--- config.mk ---
export PLATFORM = sky130hd
export DESIGN_NAME = mem_refill_ctrl
export DESIGN_NICKNAME = d
export VERILOG_FILES = /design/src/rtl/mem_refill_ctrl_pkg.sv /design/src/rtl/mem_refill_ctrl_line_capture_buf.sv /design/src/rtl/mem_refill_ctrl.sv
export SDC_FILE = /design/constraint.sdc
export NUM_CORES = 1
export LEC_CHECK = 0
export ABC_AREA = 0
export BUFFER_PORTS_ARGS = -buffer_cell sky130_fd_sc_hd__buf_4
export CAP_MARGIN = 25
export CORE_ASPECT_RATIO = 1.1
export CORE_MARGIN = 1
export CORE_UTILIZATION = 49
export CTS_CLUSTER_DIAMETER = 50
export DETAILED_ROUTE_END_ITERATION = 6
export PLACE_DENSITY = 0.79
export SETUP_SLACK_MARGIN = 0.1
export SYNTH_ARGS = -nofsm -noshare
export SYNTH_HDL_FRONTEND = slang
export SYNTH_SLANG_ARGS = --single-unit
--- constraint.sdc ---
create_clock -name clk -period 2.1 [get_ports clk]
set_clock_uncertainty 0.15 [all_clocks]
set_input_delay 0.21 -clock clk [delete_from_list [all_inputs] [get_ports clk]]
set_output_delay 0.21 -clock clk [all_outputs]
set_load 0.05 [all_outputs]
--- src/rtl/mem_refill_ctrl_pkg.sv ---
// Shared types and defaults for the cache-side refill/write-through memory master.
package mem_refill_ctrl_pkg;
  localparam int ADDR_WIDTH_D     = 10;
  localparam int DATA_WIDTH_D     = 32;
  localparam int WORDS_PER_LINE_D = 4;
  localparam int SLOT_W           = 2;

  typedef enum logic [2:0] {
    IDLE  = 3'd0,
    FILL  = 3'd1,
    LAST  = 3'd2,
    FDONE = 3'd3,
    WRITE = 3'd4
  } state_e;
endpackage

--- src/rtl/mem_refill_ctrl_line_capture_buf.sv ---
// Line register filled one word per beat; a write to slot 0 clears the other slots
// so a new line never mixes with the previous one.
module mem_refill_ctrl_line_capture_buf
  import mem_refill_ctrl_pkg::*;
#(
  parameter int DATA_WIDTH     = DATA_WIDTH_D,
  parameter int WORDS_PER_LINE = WORDS_PER_LINE_D
) (
  input  logic                                 clk,
  input  logic                                 rst,
  input  logic                                 we,
  input  logic [SLOT_W-1:0]                    idx,
  input  logic [DATA_WIDTH-1:0]                d,
  input  logic                                 clr,
  output logic [WORDS_PER_LINE*DATA_WIDTH-1:0] line
);
  logic [WORDS_PER_LINE-1:0][DATA_WIDTH-1:0] slot_q;

  always_ff @(posedge clk or negedge rst) begin
    if (!rst) begin
      slot_q <= '0;
    end else begin
      for (int k = 0; k < WORDS_PER_LINE; k++) begin
        if (we && idx == SLOT_W'(k)) slot_q[k] <= d;
        else if (clr)                slot_q[k] <= '0;
      end
    end
  end

  assign line = slot_q;
endmodule

--- src/rtl/mem_refill_ctrl.sv ---
// Cache-side memory master: 4-beat burst line refill or single-word write-through,
// one request at a time.
module mem_refill_ctrl
  import mem_refill_ctrl_pkg::*;
#(
  parameter int ADDR_WIDTH     = ADDR_WIDTH_D,
  parameter int DATA_WIDTH     = DATA_WIDTH_D,
  parameter int WORDS_PER_LINE = WORDS_PER_LINE_D  // must stay 4: memory burst counter is 2 bits
) (
  input  logic                                 clk,
  input  logic                                 rst,
  input  logic                                 req_valid,
  input  logic                                 req_write,
  input  logic [ADDR_WIDTH-1:0]                req_addr,
  input  logic [DATA_WIDTH-1:0]                req_wdata,
  output logic                                 req_ready,
  output logic [WORDS_PER_LINE*DATA_WIDTH-1:0] line_data,
  output logic                                 fill_done,
  output logic                                 wr_done,
  output logic [ADDR_WIDTH-1:0]                mem_word_address,
  output logic [DATA_WIDTH-1:0]                mem_data_in,
  output logic                                 mem_write,
  output logic                                 mem_move,
  input  logic [DATA_WIDTH-1:0]                mem_data
);
  state_e                  state_q, state_d;
  logic [SLOT_W-1:0]       cnt_q;
  logic [ADDR_WIDTH-1:0]   addr_q;
  logic [DATA_WIDTH-1:0]   wdata_q;
  logic                    cap_vld;
  logic [SLOT_W-1:0]       cap_idx;
  logic                    accept;

  assign accept = (state_q == IDLE) && req_valid;

  always_ff @(posedge clk or negedge rst) begin
    if (!rst) state_q <= IDLE;
    else      state_q <= state_d;
  end

  always_comb begin
    state_d     = state_q;
    req_ready   = 1'b0;
    mem_move    = 1'b0;
    mem_write   = 1'b0;
    fill_done   = 1'b0;
    wr_done     = 1'b0;
    mem_data_in = '0;
    case (state_q)
      IDLE: begin
        req_ready = 1'b1;
        if (req_valid) state_d = req_write ? WRITE : FILL;
      end
      FILL: begin
        mem_move = 1'b1;
        if (cnt_q == SLOT_W'(WORDS_PER_LINE - 1)) state_d = LAST;
      end
      // mem_move low here clears the memory's beat counter for the next burst
      LAST:  state_d = FDONE;
      FDONE: begin
        fill_done = 1'b1;
        state_d   = IDLE;
      end
      WRITE: begin
        mem_write   = 1'b1;
        wr_done     = 1'b1;
        mem_data_in = wdata_q;
        state_d     = IDLE;
      end
      default: state_d = IDLE;
    endcase
  end

  // Memory data lags the beat that requested it by one edge, so capture
  // uses the beat index registered on the previous edge.
  always_ff @(posedge clk or negedge rst) begin
    if (!rst) begin
      cnt_q   <= '0;
      addr_q  <= '0;
      wdata_q <= '0;
      cap_vld <= 1'b0;
      cap_idx <= '0;
    end else begin
      if (accept) begin
        cnt_q  <= '0;
        addr_q <= req_write ? req_addr : {req_addr[ADDR_WIDTH-1:SLOT_W], {SLOT_W{1'b0}}};
        if (req_write) wdata_q <= req_wdata;
      end else if (state_q == FILL) begin
        cnt_q <= cnt_q + SLOT_W'(1);
      end
      cap_vld <= (state_q == FILL);
      cap_idx <= cnt_q;
    end
  end

  assign mem_word_address = addr_q;

  mem_refill_ctrl_line_capture_buf #(
    .DATA_WIDTH     (DATA_WIDTH),
    .WORDS_PER_LINE (WORDS_PER_LINE)
  ) u_buf (
    .clk  (clk),
    .rst  (rst),
    .we   (cap_vld),
    .idx  (cap_idx),
    .d    (mem_data),
    .clr  (cap_vld && cap_idx == '0),
    .line (line_data)
  );
endmodule

== After elaboration in Yosys (flattened, before gate mapping) ==
Cells that the tools add are included.
W data, S select, Z words.

* $add $sub $neg: 1
* Mux-type cells: 16
* Equal/unequal tests: 10
* Reduce and logical (&&, ||, !) cells: 13

{| class="wikitable"
|+ Operator list
! cell !! count
|-
| $mux W32 || 5
|-
| $mux W3 || 3
|-
| $pmux W3 S3 || 1
|-
| $reduce_bool A2 Y1 || 4
|-
| $eq A2 B2 Y1 const B || 3
|-
| $eq A3 B2 Y1 const B || 2
|-
| $mux W2 || 3
|-
| $logic_and A1 B1 Y1 || 5
|-
| $mux W1 || 4
|-
| $ne A2 B2 Y1 const B || 2
|-
| $reduce_and A2 Y1 || 2
|-
| $eq A3 B1 Y1 const B || 1
|-
| $eq A3 B3 Y1 const B || 1
|-
| $logic_not A3 Y1 || 1
|-
| $add A2 B1 Y2 const B || 1
|-
| $eq A2 B1 Y1 const B || 1
|-
| $logic_not A2 Y1 || 1
|}

* Word-level logic and storage cells: 50
* Output and inout port bits: 175
* Register bits: 178
* Bits of input ports: 78

== Logic depth before layout (Yosys ltp) ==
Gate-level depths: netlist of the first run.

* Depth after elaboration: 4
* Gate-level depth with buffers: 6
* Gate-level depth less buffers: 4

== By module ==
A second synthesis of the first run with hierarchy kept.

* Cells, all modules: 573
* Area, all modules: 7891.3 um2

{| class="wikitable"
|+ Modules (own cells, without submodules)
! module !! cells an instance !! seq. area each (um2) !! instances !! area an instance (um2)
|-
| mem_refill_ctrl_line_capture_buf || 414 || 3203.1 || 1 || 5626.6
|-
| mem_refill_ctrl || 159 || 1251.2 || 1 || 2264.7
|}

== Worst setup path before layout of the first run ==
Ideal clock, no wire load.

* Path kind: reg2reg
* Start: reg state_q[1]
* End: reg cnt_q[1]
* Setup time: 122 ps
* Data required time: 1828 ps
* Path slack: -423 ps
* Clock period less this slack: 2523 ps
* Stages on the path, launching flop included: 5
* Path buffers: 1
* Arrival time: 2250 ps
* Cells stage by stage: dfrtp_1 > buf_2 > nor3b_1 > mux2i_1 > nor2_1

* Cells in the longest elaborated chain, start to end: 3
* Elaborated cells between the ends (all ways): 5
* Classes of those cells: eq/ne: 1; mux: 1; reduce/logical: 3

{| class="wikitable"
|+ Ends and longest elaborated chain
! element !! line !! RTL
|-
| start, declared || mem_refill_ctrl.sv:26 || <nowiki>state_e state_q, state_d;</nowiki>
|-
| start signal, assigned || mem_refill_ctrl.sv:38 || <nowiki>else state_q <= state_d;</nowiki>
|-
| $logic_not A3 Y1 || mem_refill_ctrl.sv:34 || <nowiki>assign accept = (state_q == IDLE) && req_valid;</nowiki>
|-
| $logic_and A1 B1 Y1 || mem_refill_ctrl.sv:34 ||
|-
| $mux W2 / $reduce_bool A2 Y1 (equally long branches) || n/a ||
|-
| end signal, assigned || mem_refill_ctrl.sv:89 || <nowiki>cnt_q <= cnt_q + SLOT_W'(1);</nowiki>
|-
| end, declared || mem_refill_ctrl.sv:27 || <nowiki>logic [SLOT_W-1:0] cnt_q;</nowiki>
|}

Parallel ways exist; a longest one is shown, timed or not.
A chain may end at the register's enable or synchronous reset.

== Worst setup path in the final report of the first run ==
* Start: reg state_q[1]
* End: out mem_data_in[2]

* Cells in the longest elaborated chain, start to end: 2

{| class="wikitable"
|+ Ends and longest elaborated chain
! element !! line !! RTL
|-
| $eq A3 B3 Y1 || mem_refill_ctrl.sv:49 || <nowiki>case (state_q)</nowiki>
|-
| $mux W32 || mem_refill_ctrl.sv:49 ||
|-
| end, declared || mem_refill_ctrl.sv:21 || <nowiki>output logic [DATA_WIDTH-1:0] mem_data_in,</nowiki>
|}

Every way passes these cells.

==> impl_summary.md, run 1 <==
Outcome
The flow ran to the end, but the final reports show violations. The checks that failed: setup timing.

Worst setup path
The worst reg2reg path endpoint is mem_word_address[3]. For the worst setup path, the data required time is 1740 ps. The reg-to-reg setup timing slack is 160 ps. The start of the worst register-to-register path is state_q[0]. The worst setup path is launched from a register. At the worst endpoint, the arrival time is 1780 ps. The category of the critical setup timing path is register to output pin.

In this run the worst path has a maximum fanout of 9. The number of cells traversed by the worst register-to-register path is 5. The kind of end point of the critical path is an output pin.

Floorplanning
The floorplan has 45 rows. For this configuration, the core starts out at a cell density of 50.3%. The die covers 14600 um^2.

The die outline height is 127 um. The placeable core area is 13800 um^2. The die is 115 um wide. 253 I/O pins were placed.

Synth
For this run, the number of Yosys warnings is 0. The number of enable-type register cells in the synthesized netlist is 0. The async set or reset register ratio after synthesis is 100%. The flip-flop and latch count after synthesis is 178. The mean instance size in the synthesized netlist is 13.6 um^2. dfrtp_1 takes more of the synthesized area than any other cell.

The sequential-to-total area share from yosys stat is 64.2%. Sorting the synthesized cells by how often they occur yields dfrtp_1 (178), nand2_1 (66), a22o_1 (64), mux2_2 (44), o21ai_0 (34). The fraction of post-synthesis cell area in the top cell type by area is 64.2%. The most common cell in the netlist is dfrtp_1. The post-synthesis instance total is 512. The post-synthesis instance area is 6940 um^2.

After synthesis, the cell types taking the most area are dfrtp_1 (64%), a22o_1 (8.1%), mux2_2 (7.1%). The number of distinct library cells after synthesis is 28. Counting every net in the synthesized netlist gives 591. The predominant post-synthesis flop cell is dfrtp_1.

Detailed routing
The final route contains 5640 vias. In the final routing, the length of wire on met1 measures 7.79 mm. The first-pass detailed-route iteration total is 4. The number of design rule violations left after detail routing is 0. After detailed routing, no signal wire sits above met4. The per-cell routed wire length is 20.3 um.

The via-per-instance ratio is 5.38. The met3 wire length is 1.85 mm. The met2 routed wirelength is 10.9 mm.

For this block, the initial DRC count from the detailed router was 420. The final wirelength is 21.3 mm. The number of nets with antenna violations after routing is 0.

Clocking
In this run the deepest clock path goes through 2 buffers. Counting every sink on the clock net gives 178. The number of clock buffers added by TritonCTS is 17.

The cell sitting at the root of the clock tree is a clkbuf_16. The clock-pin slew reported for the worst setup and hold paths after clock tree synthesis is 70 ps. Clock latency on the worst-skew pair, taken at its later pin, is 420 ps. TritonCTS built the clock tree. The H-tree generated during clock tree synthesis spans 4 levels.

GRT
The global-route usage over all layers is 30.0%. Entering global routing, the biggest net connects 57 pins. For this run the aggregate overflow at the end of global routing stands at 0.

The wire length of the first global-routing pass is 32.8 mm. The number of global-route vias before repair is 6090. The number of antenna violations at the first check in global routing is 0.

STA
Setup slack on the critical path of the routed design comes to -39.4 ps. Setup repair after global routing could not meet its margin everywhere. The hold violation total from the final report is 0. The number of pins exceeding their max-slew limit in the final report is 0.

The final critical-path share of the clock period is 102%. Headroom to the max-slew limit came out at 49.0%. At the pin with the least slew margin, the transition time is 764 ps.

Counting I/O delays and the setup requirement, the final critical path takes 2140 ps. The final hold slack is 87.3 ps. Based on the critical path, the design can be clocked at up to 0.467 GHz. Setup violations remaining at the end of the flow were counted as 31. For the final routed database, the setup TNS stands at -563 ps.

Power and ir drop
Per report_power, the clock group accounts for 15.7% of the total. The switching power is 9810 uW. VDD sags by at most 0.000926 V. The share of total power dissipated in combinational logic is 54.4%.

The power density of the placed cells is 1900 nW/um^2. The cell-internal power is 10800 uW. Of the total power, the share spent switching nets is 47.5%. Of the total power, registers draw 30.0%. The analysis attributes to cell leakage a power of 0.00543 uW.

Placed design
The number of port buffers is 252. The detailed-placement wirelength estimate is 12.6 mm. The global placer's final weighted congestion is 0.829.

Hold path
The cell depth of the worst min-delay path is 4. The startpoint of the lowest-slack hold path is req_valid. The path category of the worst min-delay check is input pin to register. The path with the worst hold slack has its endpoint at state_q[0].

Finish
The synthesis-to-finish area growth is 56.6%. The number of filler cells placed in the layout is 760. The share of layout cells above drive strength 1 is 48.8%. The layout net count is 926.

The antenna diode count is 0.

Flow run
The max-capacitance violation count is 0.
[through the flow]
stage / setup slack, ps / utilization, % / cells / area [um^2] / power [uW]
after global routing: -83.8 / 78.8 / 1048 / 10900 / 21500
after detailed placement: 169 / 66.0 / 931 / 9110 / 16900
after CTS: 0.297 / 78.2 / 1046 / 10800 / 20500
final: -39.4 / 78.8 / 1048 / 10900 / 20600
after floorplan: 136 / - / 512 / 6960 / 13300
after global placement: 237 / 66.0 / 931 / 9110 / 16600
[worst max-delay path by stage]
stage	from	to	slack, ps	cells after the start
final	state_q[1]	mem_data_in[2]	-40	6
after detailed placement	state_q[0]	wdata_q[15]	170	3
after global placement	state_q[0]	wdata_q[21]	240	3
after global routing	state_q[1]	mem_data_in[2]	-80	6
after floorplan	state_q[1]	req_ready	140	2
after CTS	state_q[1]	mem_data_in[9]	0.3	6
[logic make-up after synthesis]
group | share of synthesized area (%)
fa+ha+maj | 0.180
mux | 13.6
simple gates | 8.42
buf+inv | 2.83
flops | 64.2
compound gates | 10.7
xor+xnor | 0.126
[registers in the layout, indices dropped and copies added, names as in the netlist]
signal	count
u_buf.line	128
wdata_q	32
mem_word_address	10
state_q	3
cap_idx	2
cnt_q	2
cap_vld	1
[power by group through the flow]
stage                     combinational (uW)  sequential, uW  clock, uW
after floorplan                         3080           10200          0
after global placement                 10500            6080          0
after detailed placement               10700            6120          0
after CTS                              11100            6120       3260
after global routing                   11700            6330       3400
final                                  11200            6180       3230
[layout by cell type, fill, tap and decap left out, drive strengths merged]
| master | n |
|---|---|
| nand2b | 1 |
| clkinv | 2 |
| clkinvlp | 2 |
| dfrtp | 178 |
| inv | 11 |
| nand3 | 2 |
| o21bai | 1 |
| nor4b | 1 |
| nor3b | 3 |
| nor2b | 1 |
| nor3 | 1 |
| and2 | 32 |
| buf | 277 |
| xnor2 | 1 |
| nand2 | 68 |
| mux2 | 73 |
| and3b | 2 |
| clkbuf | 18 |
| a22o | 64 |
| a21oi | 1 |
| ha | 1 |
| nor2 | 6 |
| bufinv | 2 |
| dlygate4sd3 | 76 |
| mux2i | 1 |
| and3 | 1 |
| o21ai | 34 |
[worst max-delay path: stages, from the launching register on]
cell and delay [ps]:
dfrtp_1 400, buf_6 140, nor3b_4 180, buf_6 160
buf_8 150, and2_1 160, buf_6 160
[cell type report]
type                            instances  area (um^2)  share of cell area, %
Inverter                                3         11.3                  0.104
Timing Repair Buffer                  353         3160                   29.0
Sequential cell                       178         4460                   41.0
Clock inverter                         14          168                   1.54
Multi-Input combinational cell        294         2400                   22.1
Tap cell                              188          235                   2.16
Clock buffer                           18          439                   4.04
[per-layer routing]
layer / up-vias / GRT usage, %
met4: 0 / 14.4
met2: 297 / 50.8
met5: - / 0
li1: 2451 / -
met1: 2835 / 34.7
met3: 57 / 8.84
[timing repair]
action / CTS / global route
pin swaps: 12 / 5
hold buffers: 76 / 0
setup buffers: 4 / 1
cloned: 3 / 1
endpoints found under the setup margin: 35 / 67
hold endpoints to repair: 224 / 0
resized for setup: 79 / 19
(Power assumes the default switching activity.)
==> run 2: changes to the inputs <==
Settings changed: SETUP_SLACK_MARGIN 0.1 to unset.
==> run 2 against run 1 <==
Against the previous run: the flow still finishes with violations (setup timing); fmax up 1.1%; die area unchanged; register-to-register slack worse by 100 ps; critical path depth down 1; global-route usage down 1.9 points; critical path type unchanged.
==> impl_summary.md, run 2 (synthesis results as in run 1) <==
Outcome
The flow ran to the end, but the final reports show violations. The checks that failed: setup timing.

Floorplanning
The effective utilization at floorplan is 50.3%. The number of placement rows is 45. The boundary pin count is 253. The die is 115 um wide. The placeable core area is 13800 um^2. In this run the vertical extent of the chip is 127 um.

The die covers 14600 um^2.

Detailed routing
The number of violations reported at the end of detailed-routing iteration 0 is 499. Using the TritonRoute via totals, the vias-per-cell ratio works out to 5.43. The number of nets with antenna violations after routing is 0. The met1 layer wirelength in the final routing is 7.94 mm. Detailed routing placed a total of 10.9 mm of wire on met2.

After detailed routing, the number of remaining DRC violations is 0. The via count is 5672. The highest metal layer with signal wires is met4.

In the final routed layout, each cell accounts on average for 20.2 um. The final wirelength is 21.1 mm. After detailed routing, the met3 layer carries 1.79 mm of wire.

The first-pass detailed-route iteration total is 7.

Clocking
In this run the deepest clock path goes through 2 buffers. The tree is rooted in a clkbuf_16. Clock-pin slew was measured on the worst setup and hold paths at 70 ps. The maximum level of the CTS H-tree is 4. TritonCTS built the clock tree.

The clock latency on the worst-skew pair is 420 ps. The CTS sink count is 178. TritonCTS created 17 clock buffers.

Worst setup path
The data required time of the critical path is 1740 ps. Data arrives at the worst endpoint at 1760 ps. The peak fanout along the critical path is 14. The kind of end point of the critical path is an output pin. The category of the critical setup timing path is register to output pin.

The startpoint class of the critical path is a register.

STA
The fmax is 0.473 GHz. The worst pin sits at a relative slew slack of 52.4%. The hold violation total from the final report is 0.

After layout, the worst setup slack is -16.4 ps. The final hold slack is 107 ps. After layout, the worst path uses 101% of the clock period.

The number of pins exceeding their max-slew limit in the final report is 0. Subtracting the final worst setup slack from the clock period gives 2120 ps. For the pin with the worst max-slew slack, the measured transition is 713 ps. Setup violations remaining at the end of the flow were counted as 7. Setup repair after global routing could not meet its margin everywhere.

Power and ir drop
The power density of the placed cells is 1890 nW/um^2. For this design the static power due to leakage is 0.00538 uW. Across the VDD grid, the largest voltage drop is 0.000769 V.

Placed design
Summed over all nets, the half-perimeter wirelength after detailed placement is 12.2 mm. Timing analysis after detailed placement gives a worst setup slack of 120 ps. Routability-driven placement finished with a final weighted congestion of 0.791. The number of port buffers is 252.

Finish
The antenna diode count is 0. In the layout the commonest cells are buf_4 (236), dfrtp_1 (175), dlygate4sd3_1 (76). After the last flow step, the layout net total stands at 924.

Compared with the post-synthesis result, the final layout area differs by 55.2%. The flip-flop count of the largest register, all copies and words added is 128. The library cell used most frequently in the layout, excluding fill and tap cells, is buf_4. At the end of the flow the core is filled with cells to 78.1%. The share of layout cells above drive strength 1 is 48.7%.

GRT
The residual overflow from global routing is 0. Across every metal layer, demand over resource in global routing totals 28.1%. The number of antenna violations at the first check in global routing is 0.

The first global-routing pass estimated 31.1 mm of wire. The number of global-route vias before repair is 5783. Entering global routing, the biggest net connects 62 pins.

Hold path
The worst hold path belongs to the class input pin to async pin.

Flow run
Max-cap violations in this run came to 0.
## run 2: cell count changes in the layout (fill, tap and decap cells not counted), moves of 2 or more
cell,before,now
clkinv_2,0,3
buf_8,27,23
and2_4,24,22
inv_6,6,3
buf_4,231,236
inv_8,2,0
and2_2,3,5
## run 2: timing repair
| action | 4_1_cts | 5_1_grt |
|---|---|---|
| pin swaps | 1 | 10 |
| setup endpoints to repair | 33 | 34 |
| hold buffers | 76 | 0 |
| gates resized for setup | 9 | 81 |
| setup buffers | 7 | 0 |
| endpoints found under the hold margin | 333 | 0 |
| cloned | 2 | 0 |
## run 2: layout make-up
cell class | count | area [um^2]
clock buffers | 19 | 443
flip-flops and latches | 178 | 4460
clock inverters | 12 | 133
inverters | 3 | 11.3
fillers | 772 | 3020
multi-input cells | 293 | 2390
well taps | 188 | 235
repair buffers | 352 | 3100
## run 2: critical path, stage by stage (launching register included)
cell	delay, ps
dfrtp_2	450
nor3b_4	250
buf_6	170
buf_12	140
and2_1	160
buf_6	160
## run 2: per-layer routing
layer  track usage [%]  vias up
li1                  -     2452
met1              34.4     2850
met2              47.3      320
met3              6.50       50
met4              12.0        0
met5                 0        -
## run 2: report_power, final
part | switching, uW | internal (uW) | leakage [uW] | total (uW)
Sequential | 1110 | 5070 | 0.00227 | 6180
Combinational | 7250 | 3860 | 0.00283 | 11100
Clock | 1310 | 1780 | 0.000276 | 3100
Total | 9670 | 10700 | 0.00538 | 20400
## run 2: worst paths after layout
kind	start	endpoint	slack, ps	cells past startpoint
worst max-delay path	state_q[1]	mem_data_in[3]	-20	5
worst min-delay path	rst	u_buf.line[7]	110	2
worst max register to register	state_q[1]	wdata_q[20]	60	4
worst min register to register	cnt_q[1]	cap_idx[1]	270	0
max in group asynchronous	rst	u_buf.line[94]	930	3
min in group clk	req_valid	state_q[0]	180	4
## run 2: through the flow
step,std cells,area [um^2],power (uW),setup TNS [ps]
2_1_floorplan,512,6960,13300,0
3_3_place_gp,929,9070,16500,0
3_5_place_dp,929,9070,16700,0
4_1_cts,1045,10500,20100,0
5_1_grt,1045,10800,21200,-1330
6_report,1045,10800,20400,-37.1
==> run 3: changes to the inputs <==
--- a/config.mk
+++ b/config.mk
@@ -14,5 +14,7 @@
 export CTS_CLUSTER_DIAMETER = 50
 export DETAILED_ROUTE_END_ITERATION = 6
+export GPL_TIMING_DRIVEN = 0
 export PLACE_DENSITY = 0.79
+export RECOVER_POWER = 50
 export SYNTH_ARGS = -nofsm -noshare
 export SYNTH_HDL_FRONTEND = slang
--- a/constraint.sdc
+++ b/constraint.sdc
@@ -3,3 +3,3 @@
 set_input_delay 0.21 -clock clk [delete_from_list [all_inputs] [get_ports clk]]
 set_output_delay 0.21 -clock clk [all_outputs]
-set_load 0.05 [all_outputs]
+set_load 0.02 [all_outputs]
==> run 3 against run 2 <==
Against the previous run: the flow still finishes with violations (setup timing); final cell count rose by 2.0%; register-to-register slack improved by 50 ps; fmax rose by 0.34%.
==> impl_summary.md, run 3 (synthesis results as in run 1) <==
Outcome
The flow ran to the end, but the final reports show violations. The checks that failed: setup timing.

Clocking
The CTS tree is done. After clock tree synthesis, the clock-pin slew on the worst setup and hold paths is 60 ps. In this run the clock root is driven by a clkbuf_16.

Clock tree synthesis inserted a total of 17 buffers. The clock tree synthesis step divided the H-tree into 4 levels. The clock latency on the worst-skew pair is 430 ps. The CTS sink count is 178. The maximum count of clock buffers along a single path is 2.

STA
The relative slew slack is 18.1%. The number of pins exceeding their max-slew limit in the final report is 0. The transition time of the tightest slew-check pin is 1230 ps. The final hold slack is 77.9 ps.

In the finished design, the share of the clock period the worst path needs comes to 100%. Setup repair after global routing could not meet its margin everywhere. The hold violation total from the final report is 0. The worst path in the final design needs a cycle of 2110 ps, including I/O delays and setup.

Timing would allow up to 0.474 GHz. The setup violation total in the final timing report is 6. The final total negative setup slack is -32.9 ps.

The final worst setup slack is -9.21 ps.

Power and ir drop
The analysis attributes to cell leakage a power of 0.00537 uW. The worst-case IR drop observed on VDD is 0.000708 V. Power spread over the standard cell area amounts to 1600 nW/um^2.

Worst setup path
The worst register-to-register path has a depth of 5. The startpoint class of the critical path is a register. The critical path is of the register to output pin type. The reg-to-reg setup timing slack is 110 ps. The peak fanout along the critical path is 11. STA puts the critical path data required time at 1740 ps. The startpoint identified for the worst register-to-register timing path is state_q[1]. The critical path ends at mem_data_in[28].

STA classifies the critical path endpoint as an output pin. The first element of the critical path is state_q[1]. STA puts the critical path data arrival time at 1750 ps. The worst register-to-register path ends at wdata_q[4].

GRT
met2 is the most crowded layer. Entering global routing, the biggest net connects 91 pins. The number of global-route vias before repair came to 5770. For this run, the total global-route usage over all layers was measured as 28.5%. The wire length of the first global-routing pass is 31.3 mm.

The number of antenna violations at the first check in global routing came to 1. The met2 demand-to-capacity share in global routing is 47.5%. For this run, global-route usage on met1 was measured as 34.4%. The residual overflow from global routing is 0.

For this run, global-route usage on met3 was measured as 7.93%.

Finish
The final layout contains 943 nets. Compared with the post-synthesis result, the final layout area differs by 54.4%. The number of filler cells placed in the layout is 779.

The sequential cells in the finished layout cover a total of 4460 um^2. The leading cell type in the layout, fill and taps excluded is buf_4. The register with the most flip-flops in the layout has 128 of them. Leaving out fill and tap cells, the most frequent cells in the layout are buf_4 (227), dfrtp_1 (176), dlygate4sd3_1 (76). The share of layout cells above drive strength 1 is 47.0%. Summing all multi-input logic gate instances after layout gives 2360 um^2.

Hold path
The path category of the worst min-delay check is input pin to register. The cell depth of the worst min-delay path is 4.

Detailed routing
After detailed routing, the number of remaining DRC violations is 0. Before antenna repair, the detailed router went through 5 iterations. The final wirelength is 20.8 mm. After detailed routing, the number of vias per cell comes to 5.33. The via count is 5681. The per-cell routed wire length is 19.5 um. The count of nets left with antenna violations once routing finished came out at 0. The number of violations reported at the end of detailed-routing iteration 0 is 451.

Floorplanning
The placeable core area is 13800 um^2. The die area is 14600 um^2. The die is 115 um wide. The number of placement rows is 45. The die outline height is 127 um. The boundary pin count is 253.

The effective utilization at floorplan is 50.3%.

Placed design
The number of port buffers is 252. The detailed-placement wirelength estimate is 12.7 mm. At the end of routability-driven placement, the weighted congestion stood at 0.841.

Flow run
Across the run, the number of max-cap violations was 0.
## run 3: changes by cell type in the layout (fill, tap and decap cells not counted), sizes merged
cell / delta
clkbuf: +18
inv: +2
clkinv: -1
clkinvlp: +1
diode: +1
## run 3: worst min-delay path by stage
stage                          from             endpoint  slack, ps
after floorplan                 rst           cap_idx[0]       -240
after CTS                 req_valid           state_q[0]         80
after detailed placement        rst       u_buf.line[71]        110
after global placement     cnt_q[1]           cap_idx[1]        250
final                     req_valid           state_q[0]         80
after global routing      req_valid  mem_word_address[6]        150
## run 3: metrics by stage
step           util, %  instance area [um^2]  std cells  worst slack [ps]  total power (uW)
2_1_floorplan        -                  6940        512               175             10200
3_3_place_gp      65.7                  9070        952              -228             13300
3_5_place_dp      66.0                  9100        953              -107             13500
4_1_cts           76.3                 10500       1062              4.83             16900
5_1_grt           77.7                 10700       1066             -85.8             18000
6_report          77.7                 10700       1066             -9.21             17200
## run 3: final cells by class
type | count | area share [%]
multi-input cells | 293 | 22.1
repair buffers | 334 | 26.5
diodes | 1 | 0.0234
inverters | 3 | 0.105
flip-flops and latches | 178 | 41.6
well taps | 188 | 2.20
clock buffers | 18 | 4.01
plain buffers | 37 | 2.08
clock inverters | 14 | 1.41
## run 3: where the power goes
| part | internal [uW] | leakage, uW | switching [uW] |
|---|---|---|---|
| Combinational | 3740 | 0.00282 | 4130 |
| Clock | 1770 | 0.000275 | 1360 |
| Sequential | 5070 | 0.00227 | 1090 |
## run 3: per-layer routing
metal / routed length (um) / vias to the layer above
met4: 598 / 0
met5: 0 / -
met3: 1700 / 45
li1: - / 2495
met1: 8080 / 2849
met2: 10400 / 292
## run 3: worst max-delay path, cell delays in order (launching register included)
cell and delay (ps):
dfrtp_1 390, buf_6 150, nor3b_4 220, buf_12 160, buf_8 130, and2_1 160
buf_6 120
## run 3: timing repair
| item | CTS | global route |
|---|---|---|
| resized for setup | 18 | 58 |
| endpoints found under the setup margin | 35 | 64 |
| buffers inserted | 1 | 3 |
| hold endpoints to repair | 259 | 0 |
| hold buffers | 76 | 0 |
| gates cloned | 1 | 0 |
| pin swaps | 1 | 9 |
